**src/rtl/add_serial_arb.sv**
```systemverilog
// add_serial_arb: 4-way arbiter sharing one multi-cycle 8-bit serial adder.
// Define ADD_ARB_RR_EN for round-robin arbitration; otherwise fixed priority (lowest index wins).
module add_serial_arb #(
  parameter int ADD_LAT = 10
) (
  input  logic        clk,
  input  logic        rst,
  input  logic [3:0]  req,
  input  logic [31:0] req_a,
  input  logic [31:0] req_b,
  output logic [3:0]  gnt,
  output logic [3:0]  rsp_valid,
  output logic [7:0]  rsp_data,
  output logic        busy,
  output logic        adder_start,
  output logic [7:0]  adder_a,
  output logic [7:0]  adder_b,
  input  logic [7:0]  adder_out
);

  typedef enum logic [1:0] {IDLE, WAIT, RESP} state_e;

  localparam logic [7:0] CNT_LAST = 8'(ADD_LAT - 1);

  state_e     state_q, state_d;
  logic [3:0] gnt_q, gnt_d;
  logic [3:0] rsp_valid_q, rsp_valid_d;
  logic [7:0] rsp_data_q, rsp_data_d;
  logic       adder_start_q, adder_start_d;
  logic [7:0] adder_a_q, adder_a_d;
  logic [7:0] adder_b_q, adder_b_d;
  logic [7:0] cnt_q, cnt_d;
  logic [1:0] owner_q, owner_d;
  logic [1:0] win;

`ifdef ADD_ARB_RR_EN
  logic [1:0] last_q, last_d;

  // Descending loop: the smallest offset from last_q is written last and wins.
  always_comb begin
    win = last_q;
    for (int k = 4; k >= 1; k--) begin
      if (req[last_q + 2'(k)]) win = last_q + 2'(k);
    end
  end
`else
  always_comb begin
    win = 2'd0;
    for (int k = 3; k >= 0; k--) begin
      if (req[k]) win = 2'(k);
    end
  end
`endif

  always_comb begin
    state_d       = state_q;
    gnt_d         = 4'b0000;
    rsp_valid_d   = 4'b0000;
    rsp_data_d    = rsp_data_q;
    adder_start_d = 1'b0;
    adder_a_d     = adder_a_q;
    adder_b_d     = adder_b_q;
    cnt_d         = cnt_q;
    owner_d       = owner_q;
`ifdef ADD_ARB_RR_EN
    last_d        = last_q;
`endif
    case (state_q)
      IDLE: begin
        if (|req) begin
          gnt_d         = 4'b0001 << win;
          adder_start_d = 1'b1;
          adder_a_d     = req_a[{win, 3'b000} +: 8];
          adder_b_d     = req_b[{win, 3'b000} +: 8];
          owner_d       = win;
          cnt_d         = 8'd0;
          state_d       = WAIT;
`ifdef ADD_ARB_RR_EN
          last_d        = win;
`endif
        end
      end
      WAIT: begin
        cnt_d = cnt_q + 8'd1;
        if (cnt_q == CNT_LAST) begin
          state_d     = RESP;
          rsp_data_d  = adder_out;
          rsp_valid_d = 4'b0001 << owner_q;
        end
      end
      RESP:    state_d = IDLE;
      default: state_d = IDLE;
    endcase
  end

  always_ff @(posedge clk or posedge rst) begin
    if (rst) begin
      state_q       <= IDLE;
      gnt_q         <= 4'b0000;
      rsp_valid_q   <= 4'b0000;
      rsp_data_q    <= 8'd0;
      adder_start_q <= 1'b0;
      adder_a_q     <= 8'd0;
      adder_b_q     <= 8'd0;
      cnt_q         <= 8'd0;
      owner_q       <= 2'd0;
`ifdef ADD_ARB_RR_EN
      last_q        <= 2'd3;
`endif
    end else begin
      state_q       <= state_d;
      gnt_q         <= gnt_d;
      rsp_valid_q   <= rsp_valid_d;
      rsp_data_q    <= rsp_data_d;
      adder_start_q <= adder_start_d;
      adder_a_q     <= adder_a_d;
      adder_b_q     <= adder_b_d;
      cnt_q         <= cnt_d;
      owner_q       <= owner_d;
`ifdef ADD_ARB_RR_EN
      last_q        <= last_d;
`endif
    end
  end

  assign gnt         = gnt_q;
  assign rsp_valid   = rsp_valid_q;
  assign rsp_data    = rsp_data_q;
  assign adder_start = adder_start_q;
  assign adder_a     = adder_a_q;
  assign adder_b     = adder_b_q;
  assign busy        = (state_q != IDLE);

endmodule

```
**config.mk**
```make
export PLATFORM = sky130hd
export DESIGN_NAME = add_serial_arb
export DESIGN_NICKNAME = d
export VERILOG_FILES = /design/src/rtl/add_serial_arb.sv
export SDC_FILE = /design/constraint.sdc
export NUM_CORES = 1
export LEC_CHECK = 0
export CAP_MARGIN = 20
export CORE_MARGIN = 3
export CORE_UTILIZATION = 42
export CTS_BUF_LIST = sky130_fd_sc_hd__clkbuf_4
export CTS_CLUSTER_DIAMETER = 200
export CTS_CLUSTER_SIZE = 8
export DETAILED_ROUTE_END_ITERATION = 6
export PLACE_DENSITY_LB_ADDON = 0.1
export SYNTH_ARGS = -nofsm -noshare
export SYNTH_HDL_FRONTEND = slang
export SYNTH_SLANG_ARGS = --single-unit
```
**constraint.sdc**
```tcl
create_clock -name clk -period 5.2 [get_ports clk]
set_clock_uncertainty 0.05 [all_clocks]
set_input_delay 1.04 -clock clk [delete_from_list [all_inputs] [get_ports clk]]
set_output_delay 1.04 -clock clk [all_outputs]
set_load 0.005 [all_outputs]
```
==> flow_metrics.tcl, run 1 <==
set metrics [dict create \
    status "completed" \
    synth_seq_area_share_pct 47.0 \
    synth_top_cells_by_area "dfrtp_1 47%, nand3b_1 5.3%, a41oi_1 5.1%" \
    synth-edff-count 0 \
    max_freq_ghz 0.292 \
    num_vias 2277 \
    numCtsBuffers 5 \
    grt_overflow 0 \
    antenna_found_initial 0 \
    dr.pass1.iters 4 \
    clock_sinks 45 \
    cts_tree "built" \
    finalCritPeriodShare_pct 65.9 \
    yosysTopAreaCell "dfrtp_1" \
    synth-async-reset-ratio_pct 100 \
    period_needed_ns 3.43 \
    final_util_pct 67.4 \
    synth_nets 324 \
    ant_nets 0 \
    die-area_sq_um 6640 \
    finalNonFillerCells 416 \
    grt_pass1_wl_um 11100 \
    critPathMaxStageDelay_ns 0.62 \
    worstMarginPinSlew_ns 0.917 \
    coreArea_sq_um 5300 \
    port_buffers 111 \
    maxSlewViolCount 0 \
    holdBufCountCts 0 \
    fillers 431 \
    slew_headroom_pct 38.8 \
    slowest_stage "nor2_2" \
    hold_class "flop to flop" \
    crit_buf_inv 2 \
    grt_pass1_vias 2321 \
    die_h_um 81.5 \
    grt_max_degree 46 \
    timing.setup.tns_ns 0 \
    cts-resized-gates 0 \
    leakagePower_nw 1.44 \
    drive_gt1_share_pct 7.51 \
    root_buffer "clkbuf_4" \
    start_util_pct 45.2 \
    whs_ns 0.449 \
    power_density_nw_per_um2 384 \
    synth_cell_types 43 \
    dp_hpwl_um 5070 \
    synth_top_flop_cell "dfrtp_1" \
    synth-seq-cells 45 \
    route.detailed.drc 0 \
    path_delay_family "buffers and inverters" \
    syn_avg_cell_area_sq_um 9.81 \
    finalHoldViolCount 0 \
    routabilityCongestion 0.840 \
    nNetsFinal 426 \
    finalSetupViolations 0 \
    dp_cells 409 \
    grt_util_all_layers_pct 21.8 \
    drt_iter0_drc 178 \
    htreeDepth 2 \
    power_mw 1.37 \
    cp_max_fo 18 \
    arrival_ns 2.34 \
    postCtsSetupRepairBufs 0 \
    place_ws_ns 1.75 \
    ios 112 \
    insertion_delay_ns 0.35 \
    post_drt_via_cell_ratio 5.47 \
    fin_ws_ns 1.77 \
    synth_top_area_share_pct 47.0 \
    cap_viol_max_count 0 \
    fin_area_sq_um 3570 \
    rsz0062_at_grt "false" \
    path_cells "nor2_2, inv_1, clkdlybuf4s50_1" \
    wl_per_cell_um 16.8 \
    cp-end-kind "primary output" \
    rows 26 \
    die_w_um 81.5 \
    wl_um 6970 \
    peakVddDrop_uv 238 \
    path_class "flop to primary output" \
    dpl_cell_area_sq_um 3520 \
    cts.reportedPaths.clkPinSlew_ns 0.13 \
    crit_path_start_kind "flop" \
    diodes 0 \
    area_growth_pct 49.3 \
    yosysWarnings 0 \
    required_ns 4.11 \
    netlist_instances 244 \
    synth_area_sq_um 2390 \
    cts_buffer_depth 2 \
]
==> layout make-up <==
type | instances | area, sq um | share of cell area, %
clock buffer | 6 | 45.0 | 1.26
clock inverter | 1 | 8.76 | 0.245
inverter | 7 | 26.3 | 0.735
multi-input combinational | 173 | 1150 | 32.1
sequential | 45 | 1130 | 31.5
tap | 70 | 87.6 | 2.45
timing repair buffer | 114 | 1130 | 31.7
==> cells in the mapped netlist (2+ instances only) <==
| cell | count |
|---|---|
| dfrtp_1 | 45 |
| nand2_1 | 32 |
| a21oi_1 | 21 |
| nand3b_1 | 17 |
| o21ai_0 | 17 |
| a21o_1 | 15 |
| a41oi_1 | 14 |
| buf_2 | 9 |
| mux2_2 | 8 |
| clkbuf_1 | 7 |
| inv_1 | 6 |
| mux2i_1 | 4 |
| nand4_1 | 4 |
| and3_1 | 3 |
| nor2_1 | 3 |
| nor3_1 | 3 |
| o21a_1 | 3 |
| a211o_1 | 2 |
| ha_1 | 2 |
| nand3_1 | 2 |
| nor3b_1 | 2 |
| o22ai_1 | 2 |
| o32a_1 | 2 |
| xor2_1 | 2 |
==> per-layer routing <==
metal	track usage [%]	vias to the layer above	routed length, um
li1	-	1093	-
met1	27.7	1083	2840
met2	34.9	88	3420
met3	6.91	13	588
met4	7.77	0	127
met5	0	-	0
==> placed cells by master, fill, tap and decap left out, types with 3 or more instances in the layout <==
cell type	instances
nand3b_1	17
and3_1	3
nor2_1	3
a41oi_1	14
nand2_1	32
dfrtp_1	45
nor3_1	3
mux2i_1	4
a21oi_1	21
a21o_1	15
o21ai_0	17
nand4_1	4
clkdlybuf4s50_1	111
mux2_2	8
clkbuf_4	6
buf_4	3
o21a_1	3
inv_1	5
==> registers in the layout (all words and copies together), names as in the netlist <==
| signal | count |
|---|---|
| adder_a | 8 |
| adder_b | 8 |
| adder_start | 1 |
| cnt_q | 8 |
| gnt | 4 |
| owner_q | 2 |
| rsp_data | 8 |
| rsp_valid | 4 |
| state_q | 2 |
==> worst reg2reg max path, stage by stage (launching register included) <==
cell and delay [ns]:
dfrtp_1 0.42, nor2_2 0.62, inv_1 0.40, nor2_1 0.51
buf_4 0.32, a41oi_1 0.13
==> where the power goes <==
part / switching [mW] / leakage [nW] / internal [mW]
sequential: 0.101 / 0.553 / 0.483
combinational: 0.247 / 0.850 / 0.373
clock: 0.112 / 0.0317 / 0.0568
total: 0.460 / 1.44 / 0.913
==> cells by family (layout without fill, tap and decap cells) <==
| kind of cell | Yosys count | count (layout) | synth area share (%) |
|---|---|---|---|
| AOI/OAI and AO/OA | 79 | 79 | 21.7 |
| and+or+nand+nor | 78 | 78 | 19.0 |
| DFF | 45 | 45 | 47.0 |
| buffers and inverters | 26 | 128 | 5.07 |
| muxes | 12 | 12 | 5.43 |
| adders and majority gates | 2 | 2 | 1.04 |
| xor gates and xnor gates | 2 | 2 | 0.732 |
==> worst paths after layout <==
path,startpoint,to,slack [ns],depth (start not counted)
worst max register to register,state_q[1]$_DFFE_PP0P_,adder_a[1]$_DFFE_PP0P_,2.61,5
max in group asynchronous,rst,adder_a[4]$_DFFE_PP0P_,3.38,2
worst min register to register,cnt_q[7]$_DFFE_PP0P_,cnt_q[7]$_DFFE_PP0P_,0.45,1
worst min-delay path,cnt_q[7]$_DFFE_PP0P_,cnt_q[7]$_DFFE_PP0P_,0.45,1
worst max-delay path,state_q[1]$_DFFE_PP0P_,busy,1.77,3
min in group asynchronous,rst,rsp_data[4]$_DFFE_PP0P_,1.13,2
(Power assumes the default switching activity.)
==> inputs of run 2 (changes only) <==
==> constraint.sdc (replaced) <==
create_clock -name clk -period 3.5 [get_ports clk]
set_clock_uncertainty 0.05 [all_clocks]
set_input_delay 0.7 -clock clk [delete_from_list [all_inputs] [get_ports clk]]
set_output_delay 0.7 -clock clk [all_outputs]
set_load 0.005 [all_outputs]
==> run 2 against run 1 <==
Non-clock buffer count grew 5. Utilization is 0.83 points higher. Highest routed layer unchanged. First-iteration DRC count fell by 33%. Clock-buffer cell count increased by 1. Sequential power increased by 48%. Critical endpoint unchanged. Final cell count rose by 1.4%. Clock power grew 57%. Hold slack lost 0.013 ns. Register-to-register slack got worse by 1.2 ns. Largest power group unchanged.
==> flow_metrics.tcl, run 2 (synthesized netlist as in run 1, its figures left out) <==
set metrics [dict create \
    period_needed_ns 2.68 \
    drt_iter0_drc 119 \
    peakVddDrop_uv 307 \
    start_util_pct 45.2 \
    required_ns 2.75 \
    slew_headroom_pct 37.0 \
    clock_sinks 45 \
    wl_um 7020 \
    hold_class "flop to flop" \
    power_density_nw_per_um2 570 \
    dp_cells 414 \
    drive_gt1_share_pct 9.09 \
    finalCritPeriodShare_pct 76.4 \
    fillers 437 \
    finalNonFillerCells 422 \
    dpl_cell_area_sq_um 3560 \
    path_class "flop to primary output" \
    post_drt_via_cell_ratio 5.41 \
    fin_area_sq_um 3620 \
    ios 112 \
    die-area_sq_um 6640 \
    grt_util_all_layers_pct 21.9 \
    grt_overflow 0 \
    crit_path_start_kind "flop" \
    routabilityCongestion 0.836 \
    power_mw 2.06 \
    route.detailed.drc 0 \
    numCtsBuffers 5 \
    grt_max_degree 46 \
    die_h_um 81.5 \
    cts-resized-gates 0 \
    finalHoldViolCount 0 \
    grt_pass1_vias 2359 \
    cap_viol_max_count 0 \
    port_buffers 111 \
    num_vias 2281 \
    maxSlewViolCount 0 \
    arrival_ns 1.93 \
    cp_max_fo 18 \
    cts.reportedPaths.clkPinSlew_ns 0.13 \
    wl_per_cell_um 16.6 \
    rsz0062_at_grt "false" \
    dr.pass1.iters 4 \
    nNetsFinal 431 \
    worst-r2r-setup-slack_ns 1.37 \
    htreeDepth 2 \
    max_freq_ghz 0.374 \
    status "completed" \
    rows 26 \
    dp_hpwl_um 5120 \
    coreArea_sq_um 5300 \
    ant_nets 0 \
    diodes 0 \
    layout_commonest_cell "clkdlybuf4s50_1" \
    die_w_um 81.5 \
    grt_pass1_wl_um 11300 \
    final_util_pct 68.2 \
    worstMarginPinSlew_ns 0.944 \
    leakagePower_nw 1.46 \
    final_cell_mix "111 x clkdlybuf4s50_1, 45 x dfrtp_1, 32 x nand2_1, 21 x a21oi_1" \
    postCtsSetupRepairBufs 0 \
    holdBufCountCts 0 \
    area_growth_pct 51.1 \
    cts_buffer_depth 2 \
    finalSetupViolations 0 \
    cp-end-kind "primary output" \
    timing.setup.tns_ns 0 \
    cts_tree "built" \
    root_buffer "clkbuf_4" \
    insertion_delay_ns 0.36 \
    antenna_found_initial 0 \
]
run 2: changes by cell type in the layout (fill, tap and decap cells not counted), sizes merged:
cell	delta
clkinv	-1
buf	+5
clkbuf	+1
clkinvlp	+1
run 2: power by group:
group	total [mW]	switching, mW	internal [mW]
registers	0.862	0.145	0.717
clock network	0.266	0.170	0.0951
logic	0.933	0.371	0.563
run 2: stage by stage:
stage	hold slack, ns	setup WS, ns
after floorplan	0.389	1.66
after global placement	0.407	0.628
after detailed placement	0.421	0.598
after CTS	0.439	0.817
after global routing	0.481	0.738
final	0.436	0.824
run 2: layer usage:
metal  track usage [%]  part of all wire, %  up-vias
met4              5.07                  1.1        0
met2              36.6                   50       79
met3              5.92                  6.9        6
li1                  -                    -     1099
met5                 0                    0        -
met1              28.3                   42     1097
run 2: final cells by class:
type                            count  area [sq um]  area share (%)
Timing Repair Buffer              119          1170            32.4
Multi-Input combinational cell    173          1150            31.7
Sequential cell                    45          1130            31.1
Tap cell                           70          87.6            2.42
Clock buffer                        7          52.6            1.45
Inverter                            7          26.3           0.726
Clock inverter                      1          7.51           0.207
run 2: critical path, cell delays in order, from the launching register on:
cell and delay (ns):
dfrtp_1 0.42, nor2_2 0.05, buf_4 0.20, inv_1 0.31, clkdlybuf4s50_1 0.58
run 2: worst paths after layout:
kind,start,endpoint,depth (start not counted)
min reg2reg,cnt_q[7]$_DFFE_PP0P_,cnt_q[7]$_DFFE_PP0P_,1
min,cnt_q[7]$_DFFE_PP0P_,cnt_q[7]$_DFFE_PP0P_,1
max reg2reg,state_q[1]$_DFFE_PP0P_,adder_a[5]$_DFFE_PP0P_,6
max in group asynchronous,rst,owner_q[1]$_DFFE_PP0P_,2
max,state_q[1]$_DFFE_PP0P_,busy,4
min in group asynchronous,rst,rsp_data[1]$_DFFE_PP0P_,2
==> variant: new RTL, flow settings as in run 2 <==
The option `ADD_ARB_RR_EN` is turned on by a define.
--- a/src/rtl/add_serial_arb.sv
+++ b/src/rtl/add_serial_arb.sv
@@ -1,4 +1,6 @@
 // add_serial_arb: 4-way arbiter sharing one multi-cycle 8-bit serial adder.
 // Define ADD_ARB_RR_EN for round-robin arbitration; otherwise fixed priority (lowest index wins).
+`define ADD_ARB_RR_EN
+
 module add_serial_arb #(
   parameter int ADD_LAT = 10
Check against the original RTL: same outputs for any inputs over 10 cycles, from zero or initial values and one cycle with rst high; that may be too few to reach the edited logic, so the function may still have changed.
==> variant against run 2 <==
  * Maximum frequency rose by 7.6%
  * Critical path depth is 2 higher
  * Synthesized cell count shrank 9.4%
  * Sequential cell count rose by 2
  * Non-clock buffer count fell by 8
  * Area after synthesis is 7.4% higher
  * Global-route usage decreased by 2.2 points
  * Setup slack better by 0.19 ns
  * Routed wire length is 5.6% lower
  * Total power grew 17%
  * Design area grew 2.5%
  * Critical endpoint is now adder_a[6]
==> variant: results (changes against run 2) <==
status finished, final reports clean; Cells after Synth 221 (-9.4%); Max VDD drop 442 uV (+44%); Leak 1.52 nW (+4.3%); clock slew seen by the registers of the worst setup and hold paths 0.15 ns (+0.02 ns); Warnings, synthesis 0 (unchanged); total clock buffers created by CTS 5 (unchanged); number of global-route vias before repair 2252 (-4.5%); First DRT Iteration DRCs 55 (-54%); Synth area leaders dfrtp_1 44%, mux2i_1 7.4%, a221oi_2 5.8%; sw frac 39.8% (+6.5 points); initial antenna violation count 0 (unchanged); Cell variety after synth 43 (unchanged); largest net degree at the start of global routing 48 (+4.3%); HPWL after detailed placement 4790 um (-6.5%); Async S/R FF share, synth 100% (unchanged); Hold Crit Class flip-flop to flip-flop; Max FO, Critical Path 16 (-2); Clk Latency, worst-skew pair 0.37 ns; Slew @ Worst Pin 1.07 ns (+0.124 ns); placed insts 390 (-5.8%); GR Util All Layers 19.7% (-2.2 points); setup bufs post-CTS 0 (unchanged); first-pass GRT wire length 11200 um (-0.85%); routed via count 2107 (-7.6%); Pre-Repair DR Iteration Count 5 (+1); Reg-to-Reg Start state_q[1]; Layout Nets 405 (-6.0%); port bufs 111 (unchanged); Worst Setup SP req[1]; hold path startpoint cnt_q[7]; root buffer cell clkbuf_4; vias per cell 5.29 (-2.1%); sequential area share after synthesis 45.8% (-1.2 points); DR DRC count 0 (unchanged); ratio of cells with drive above 1 in the final layout 16.9% (+7.8 points); worst-case clock buffer depth 2 (unchanged); Placer Congestion 0.798 (-4.6%); htree depth 2 (unchanged); fillers 479 (+9.6%); post-DR wirelength/cell 16.6 um (about the same); diode count 0 (unchanged); cts repair resizes 0 (unchanged); total nets after synthesis 301 (-7.1%); Antenna Nets Post-Route 0 (unchanged); Critical Path AT 2.71 ns (+0.78 ns); commonest cells in the synthesized netlist 45 x dfrtp_1, 25 x nor2_1, 19 x mux2i_1
[variant: cell types whose count changed after synthesis, sizes merged, moves of 16 or more]
cell,delta
a21oi,-20
and2,+16
nand2,-24
nor2,+23
a211oi,+16
a221oi,+16
nand3b,-17
[variant: power by group through the flow]
stage               sequential (W)  combinational, W  clock [W]
floorplan                 0.000902          0.000826          0
global placement          0.000916           0.00123          0
detailed placement        0.000919           0.00125          0
CTS                       0.000912           0.00125   0.000268
global route              0.000945           0.00136   0.000297
finish                    0.000915           0.00123   0.000260
[variant: final timing paths]
kind,cells past startpoint,slack [ns],endpoint
min in group asynchronous,2,0.81,rsp_data[0]
setup reg to reg,6,1.26,adder_a[3]
setup / recovery,6,1.01,adder_a[6]
max in group asynchronous,2,1.99,adder_a[4]
hold reg to reg,1,0.44,cnt_q[7]
hold / removal,1,0.44,cnt_q[7]
[variant: critical path, stage by stage]
cell	delay [ns]
clkdlybuf4s50_1	0.45
nor2b_2	0.20
o21ai_4	0.20
and2_1	0.71
a221oi_1	0.18
a211oi_1	0.26
[variant: final cells by class]
type,count,area share (%)
Timing Repair Buffer,111,30.0
Tap cell,72,2.43
Inverter,5,0.641
Clock buffer,5,1.01
Multi-Input combinational cell,155,33.6
Sequential cell,47,31.8
Clock inverter,3,0.540
[variant: layer usage]
| metal | routed length (um) | vias to the layer above | global-route usage, % | share of wire (%) |
|---|---|---|---|---|
| li1 | - | 1008 | - | - |
| met1 | 2940 | 1023 | 26.0 | 44 |
| met2 | 3200 | 72 | 31.5 | 48 |
| met3 | 427 | 4 | 6.28 | 6.4 |
| met4 | 57 | 0 | 5.12 | 0.86 |
| met5 | 0 | - | 0 | 0 |
[variant: per-stage QoR]
step,power [W],hold slack (ns),instance area [um2],setup slack [ns]
after floorplan,0.00173,0.396,2570,1.52
after global placement,0.00214,0.416,3650,0.594
after detailed placement,0.00217,0.420,3650,0.600
after CTS,0.00243,0.441,3710,1.00
after global routing,0.00260,0.480,3710,0.845
final,0.00240,0.437,3710,1.01
[variant: cell families after synthesis]
kind of cell	share of synthesized area (%)
buf+inv	5.69
mux	10.9
fa+ha+maj	0.973
xor+xnor	0.681
compound gates	19.2
flops	45.8
simple gates	16.7
